### src/rtl/xio_bus_pkg.sv
// Shared types and helpers for the A8 bus capture slice: FSM states, the
// write-queue entry layout and the address window decode.
package xio_bus_pkg;

    typedef enum logic [2:0] {
        IDLE     = 3'd0,
        SKIP     = 3'd1,
        RD_WAIT  = 3'd2,
        RD_DRIVE = 3'd3,
        WR_WAIT  = 3'd4
    } bus_state_t;

    typedef struct packed {
        logic [7:0] addr;
        logic [7:0] data;
    } wr_txn_t;

    // True when every address bit selected by mask equals the window base.
    function automatic logic win_match(input logic [15:0] addr,
                                       input logic [15:0] base,
                                       input logic [15:0] mask);
        return ((addr ^ base) & mask) == 16'h0000;
    endfunction

endpackage

### src/rtl/xio_sync_fifo.sv
// Show-ahead synchronous FIFO with extra-MSB pointers; a pop in the same
// cycle as a push on a full queue frees the slot the push lands in.
module xio_sync_fifo #(
    parameter int WIDTH = 16,
    parameter int DEPTH = 8
) (
    input  logic             clk,
    input  logic             rst,
    input  logic             i_push,
    input  logic [WIDTH-1:0] i_push_data,
    input  logic             i_pop,
    output logic [WIDTH-1:0] o_head,
    output logic             o_empty,
    output logic             o_full
);
    localparam int AW = $clog2(DEPTH);

    logic [AW:0]      r_wr_ptr;
    logic [AW:0]      r_rd_ptr;
    logic [WIDTH-1:0] r_mem [DEPTH];
    logic             w_do_pop;
    logic             w_do_push;

    assign o_empty   = (r_wr_ptr == r_rd_ptr);
    assign o_full    = (r_wr_ptr[AW] != r_rd_ptr[AW]) &&
                       (r_wr_ptr[AW-1:0] == r_rd_ptr[AW-1:0]);
    assign w_do_pop  = i_pop && !o_empty;
    assign w_do_push = i_push && (!o_full || w_do_pop);
    assign o_head    = r_mem[r_rd_ptr[AW-1:0]];

    // Pointer update; both wrap naturally modulo 2*DEPTH.
    always_ff @(posedge clk) begin
        if (rst) begin
            r_wr_ptr <= '0;
            r_rd_ptr <= '0;
        end else begin
            if (w_do_push) begin
                r_wr_ptr <= r_wr_ptr + (AW+1)'(1);
            end
            if (w_do_pop) begin
                r_rd_ptr <= r_rd_ptr + (AW+1)'(1);
            end
        end
    end

    // Storage array; contents need no reset because the pointers gate them.
    always_ff @(posedge clk) begin
        if (w_do_push) begin
            r_mem[r_wr_ptr[AW-1:0]] <= i_push_data;
        end
    end

endmodule

### src/rtl/a8_bus_capture.sv
// Captures A8 bus cycles hitting the decoded window: writes go into a FIFO,
// reads raise a request and drive the returned byte back onto the bus.
module a8_bus_capture
    import xio_bus_pkg::*;
#(
    parameter logic [15:0] WIN_BASE   = 16'hD500,
    parameter logic [15:0] WIN_MASK   = 16'hFF00,
    parameter int          FIFO_DEPTH = 8,
    parameter logic [7:0]  IDLE_DATA  = 8'hFF
) (
    input  logic        clk,
    input  logic        rst,
    input  logic [15:0] a8_addr,
    input  logic        a8_rw_n,
    input  logic [7:0]  a8_data_in,
    input  logic        a8_addr_strobe,
    input  logic        a8_write_strobe,
    input  logic        a8_read_strobe,
    input  logic        a8_clk_falling,
    output logic [7:0]  a8_data_out,
    output logic        a8_data_oe,
    output logic        rd_req_valid,
    output logic [7:0]  rd_req_addr,
    input  logic        rd_rsp_valid,
    input  logic [7:0]  rd_rsp_data,
    output logic        wr_valid,
    output logic [7:0]  wr_addr,
    output logic [7:0]  wr_data,
    input  logic        wr_ready,
    output logic        err_overflow,
    output logic        err_late
);
    bus_state_t r_state;
    logic [7:0] r_addr_lo;
    logic       r_rsp_got;
    logic [7:0] r_rsp_data;
    logic [7:0] r_data_out;
    logic       r_data_oe;
    logic       r_rd_req_valid;
    logic       r_err_overflow;
    logic       r_err_late;

    wr_txn_t    w_push_txn;
    wr_txn_t    w_head;
    logic       w_push;
    logic       w_pop;
    logic       w_empty;
    logic       w_full;
    logic       w_drop;

    assign w_push           = (r_state == WR_WAIT) && a8_write_strobe;
    assign w_pop            = !w_empty && wr_ready;
    assign w_drop           = w_push && w_full && !w_pop;
    assign w_push_txn.addr  = r_addr_lo;
    assign w_push_txn.data  = a8_data_in;

    xio_sync_fifo #(
        .WIDTH ($bits(wr_txn_t)),
        .DEPTH (FIFO_DEPTH)
    ) u_wr_fifo (
        .clk         (clk),
        .rst         (rst),
        .i_push      (w_push),
        .i_push_data (w_push_txn),
        .i_pop       (w_pop),
        .o_head      (w_head),
        .o_empty     (w_empty),
        .o_full      (w_full)
    );

    // Bus-cycle FSM with its registered bus/request outputs and sticky errors.
    always_ff @(posedge clk) begin
        if (rst) begin
            r_state        <= IDLE;
            r_addr_lo      <= 8'h00;
            r_rsp_got      <= 1'b0;
            r_rsp_data     <= 8'h00;
            r_data_out     <= 8'h00;
            r_data_oe      <= 1'b0;
            r_rd_req_valid <= 1'b0;
            r_err_overflow <= 1'b0;
            r_err_late     <= 1'b0;
        end else begin
            case (r_state)
                IDLE: begin
                    if (a8_addr_strobe) begin
                        r_addr_lo <= a8_addr[7:0];
                        r_rsp_got <= 1'b0;
                        if (!win_match(a8_addr, WIN_BASE, WIN_MASK)) begin
                            r_state <= SKIP;
                        end else if (a8_rw_n) begin
                            r_state        <= RD_WAIT;
                            r_rd_req_valid <= 1'b1;
                        end else begin
                            r_state <= WR_WAIT;
                        end
                    end
                end
                SKIP: begin
                    if (a8_clk_falling) begin
                        r_state <= IDLE;
                    end
                end
                RD_WAIT: begin
                    if (a8_read_strobe) begin
                        // A response in the strobe cycle itself still counts.
                        r_state        <= RD_DRIVE;
                        r_data_oe      <= 1'b1;
                        r_rd_req_valid <= 1'b0;
                        if (rd_rsp_valid && !r_rsp_got) begin
                            r_data_out <= rd_rsp_data;
                        end else if (r_rsp_got) begin
                            r_data_out <= r_rsp_data;
                        end else begin
                            r_data_out <= IDLE_DATA;
                            r_err_late <= 1'b1;
                        end
                    end else if (a8_clk_falling) begin
                        r_state        <= IDLE;
                        r_rd_req_valid <= 1'b0;
                    end else if (rd_rsp_valid && !r_rsp_got) begin
                        r_rsp_data     <= rd_rsp_data;
                        r_rsp_got      <= 1'b1;
                        r_rd_req_valid <= 1'b0;
                    end
                end
                RD_DRIVE: begin
                    if (a8_clk_falling) begin
                        r_state    <= IDLE;
                        r_data_oe  <= 1'b0;
                        r_data_out <= 8'h00;
                    end
                end
                WR_WAIT: begin
                    if (a8_clk_falling) begin
                        r_state <= IDLE;
                    end
                end
                default: begin
                    r_state <= IDLE;
                end
            endcase
            if (w_drop) begin
                r_err_overflow <= 1'b1;
            end
        end
    end

    assign a8_data_out  = r_data_out;
    assign a8_data_oe   = r_data_oe;
    assign rd_req_valid = r_rd_req_valid;
    assign rd_req_addr  = r_addr_lo;
    assign wr_valid     = !w_empty;
    assign wr_addr      = w_empty ? 8'h00 : w_head.addr;
    assign wr_data      = w_empty ? 8'h00 : w_head.data;
    assign err_overflow = r_err_overflow;
    assign err_late     = r_err_late;

endmodule

### config.mk
export PLATFORM = sky130hd
export DESIGN_NAME = a8_bus_capture
export DESIGN_NICKNAME = d
export VERILOG_FILES = /design/src/rtl/xio_bus_pkg.sv /design/src/rtl/xio_sync_fifo.sv /design/src/rtl/a8_bus_capture.sv
export SDC_FILE = /design/constraint.sdc
export NUM_CORES = 1
export LEC_CHECK = 0
export ABC_AREA = 1
export BUFFER_PORTS_ARGS = -buffer_cell sky130_fd_sc_hd__buf_2
export CAP_MARGIN = 20
export CORE_ASPECT_RATIO = 0.8
export CORE_UTILIZATION = 28
export CTS_BUF_LIST = sky130_fd_sc_hd__clkbuf_4
export CTS_CLUSTER_DIAMETER = 80
export CTS_CLUSTER_SIZE = 24
export DETAILED_ROUTE_END_ITERATION = 16
export GPL_TIMING_DRIVEN = 0
export SLEW_MARGIN = 20
export SYNTH_ARGS = -nofsm -noshare
export SYNTH_HDL_FRONTEND = slang
export SYNTH_HIERARCHICAL = 1
export SYNTH_SLANG_ARGS = --single-unit
### constraint.sdc
create_clock -name clk -period 2.5 [get_ports clk]
set_clock_uncertainty 0.1 [all_clocks]
set_input_delay 0.25 -clock clk [delete_from_list [all_inputs] [get_ports clk]]
set_output_delay 0.25 -clock clk [all_outputs]
set_load 0.01 [all_outputs]
==> flow_metrics.env <==
export IMPL_outcome="finished, violations left"
export IMPL_violations="DRC"
export IMPL_post_place_ws_ps=-940
export IMPL_cts_tree="yes"
export IMPL_synth_seq_area_share_pct=66.5
export IMPL_areaGrowthSynthToFinish_pct=31.0
export IMPL_ys_ff_latch=171
export IMPL_grt_pass1_wl_mm=28.5
export IMPL_antenna_found_initial=0
export IMPL_fin_crit_sh_pct=96.9
export IMPL_wl_per_cell_um=15.8
export IMPL_synth_top_family_by_area="simple AND/OR/NAND/NOR gates"
export IMPL_wl_mm=18.4
export IMPL_cap_viol_max_count=0
export IMPL_nNetsFinal=875
export IMPL_fin_tns_setup_ps=0
export IMPL_crit_arrival_ps=2070
export IMPL_dieArea_um2=25900
export IMPL_io_pins=78
export IMPL_synth_edf_count=128
export IMPL_crit_type="flop to output port"
export IMPL_drt_initial_drc_count=448
export IMPL_die_w_um=180
export IMPL_syn_nets=716
export IMPL_fmax_mhz=413
export IMPL_synth_area_mux_share_pct=0
export IMPL_clk_pin_slew_worst_paths_ps=150
export IMPL_drive_gt1_share_pct=25.8
export IMPL_use_met2_pct=23.8
export IMPL_maxSlewHeadroom_pct=69.2
export IMPL_root_buffer="clkbuf_4"
export IMPL_post_place_cells=1068
export IMPL_drt_vias_per_instance=4.54
export IMPL_busiest_layer="met2"
export IMPL_first_pass_iters=11
export IMPL_path_max_fanout=5
export IMPL_io_buffers=77
export IMPL_via_count=5282
export IMPL_ant_nets=0
export IMPL_setup_violations=0
export IMPL_clockBufferDepth=2
export IMPL_final_hold_viol_count=0
export IMPL_final_common_cell="edfxtp_1"
export IMPL_synth_fa_ha_area_share_pct=0.354
export IMPL_synth_compound_area_share_pct=11.7
export IMPL_die_h_um=144
export IMPL_final_cells=1163
export IMPL_ys_warn_count=6
export IMPL_diodes=0
export IMPL_initial_utilization_pct=28.8
export IMPL_yosysTopAreaCell="edfxtp_1"
export IMPL_clock_sinks=171
export IMPL_layout_setup_ws_ps=77.4
export IMPL_groute_usage_overall_pct=14.6
export IMPL_layout_min_cycle_time_ps=2420
export IMPL_syn_inst=673
export IMPL_power_static_leakage_nw=3.45
export IMPL_numCtsBuffers=17
export IMPL_synth_area_top_cells="edfxtp_1, dfxtp_1, nor2_1, o21ai_0, nand2_1"
export IMPL_peakVddDrop_uv=255
export IMPL_powerDensity_nw_per_um2=533
export IMPL_yosysTopAreaCellShare_pct=54.4
export IMPL_rsz0062_at_grt="yes"
export IMPL_grt_pass1_vias=5143
export IMPL_synth_ff_type="edfxtp_1"
export IMPL_tightest_slew_ps=462
export IMPL_core_area_um2=24600
export IMPL_h_tree_depth=4
export IMPL_endpoint_kind="output port"
export IMPL_crit_required_ps=2150
export IMPL_synthSimpleGateAreaFrac_pct=15.7
export IMPL_critPathLaunchType="flop"
export IMPL_postSynth_asyncResetShare_pct=0
export IMPL_syn_cell_area_um2=7070
export IMPL_grt_use_met3_pct=3.75
export IMPL_drcViolationCount=4
export IMPL_grt_met1_usage_pct=19.4
export IMPL_grt_max_degree=17
export IMPL_gp_congestion=0.805
export IMPL_rows=51
export IMPL_grt_overflow=0
export IMPL_synth_cell_types=32
export IMPL_hold_path_class="input port to flop"
export IMPL_avgSynthCellArea_um2=10.5
export IMPL_synth_xor_area_share_pct=0.619
export IMPL_final_cell_mix="edfxtp_1, nor2_1, nand2_1"
export IMPL_drv_slew=0
export IMPL_dp_hpwl_mm=11.5
export IMPL_clk_latency_ps=570
## cell type report
type | count | area [um2]
well taps | 318 | 398
fillers | 2355 | 15300
multi-input cells | 420 | 2170
clock buffers | 17 | 128
inverters | 52 | 220
clock inverters | 15 | 174
flip-flops and latches | 171 | 4730
plain buffers | 29 | 314
repair buffers | 141 | 1130
## routing by layer
metal / up-vias / wire length (um)
met3: 13 / 1230
met2: 164 / 8320
met4: 0 / 141
li1: 2653 / -
met1: 2452 / 8660
met5: - / 0
## cell families after synthesis
logic type	after synthesis
xor gates and xnor gates	5
AOI/OAI and AO/OA	155
DFF	171
buffers and inverters	82
and+or+nand+nor	258
adders and majority gates	2
## state kept, by name, summed over array words and instances, names as in the netlist, named ones only
signal / count
u_wr_fifo/r_mem: 128
a8_data_out: 8
r_rsp_data: 8
rd_req_addr: 8
u_wr_fifo/r_rd_ptr: 4
u_wr_fifo/r_wr_ptr: 4
r_state: 3
a8_data_oe: 1
err_late: 1
err_overflow: 1
r_rsp_got: 1
rd_req_valid: 1
## worst max-delay path, stage by stage (launching register included)
cell,delay [ps]
dfxtp_4,400
inv_4,70
nand2_2,50
nand2_2,90
nor2_4,50
nand3_4,90
clkinvlp_4,230
clkbuf_16,250
nor2_4,120
buf_2,130
## path summary, 6_finish.rpt
check	endpoint	cells past startpoint	start	slack, ps
worst max-delay path	wr_addr[6]	9	u_wr_fifo/r_wr_ptr[1]	80
worst min-delay path	r_state[2]	7	a8_addr[12]	50
worst max register to register	u_wr_fifo/r_mem[4][11]	14	u_wr_fifo/r_wr_ptr[1]	80
worst min register to register	r_rsp_data[0]	2	r_rsp_data[0]	360
## Yosys cell counts (15+ instances only)
cell type	instances
clkbuf_1	15
dfxtp_1	43
nand2_1	90
nor2_1	123
edfxtp_1	128
nand3_1	29
inv_1	44
a31oi_1	17
o21ai_0	71
a21oi_1	52
## report_power, final
part | switching [mW] | internal (mW) | leakage [nW] | total [mW]
clock network | 0.993 | 0.691 | 0.145 | 1.68
logic | 0.0923 | 0.0910 | 1.79 | 0.183
registers | 0.0244 | 3.05 | 1.51 | 3.07
total | 1.11 | 3.83 | 3.45 | 4.94
## metrics by stage
step                total power [mW]  area, um2  utilization (%)  hold WS [ps]
floorplan                       3.19       7100                -           219
detailed placement              3.28       7890             32.1           340
CTS                             4.98       8990             36.6          4.95
global route                    5.12       9260             37.7          50.7
global placement                3.28       7890             32.1           334
finish                          4.94       9260             37.7          53.8
## timing repair
item / CTS / global route
buffers inserted: 12 / 10
pin swaps: 9 / 12
endpoints found under the setup margin: 149 / 144
hold endpoints to repair: 96 / 0
gates resized for setup: 67 / 63
hold buffers: 40 / 0
cloned: 0 / 2
Note: power is estimated with default switching activity, not from simulation.
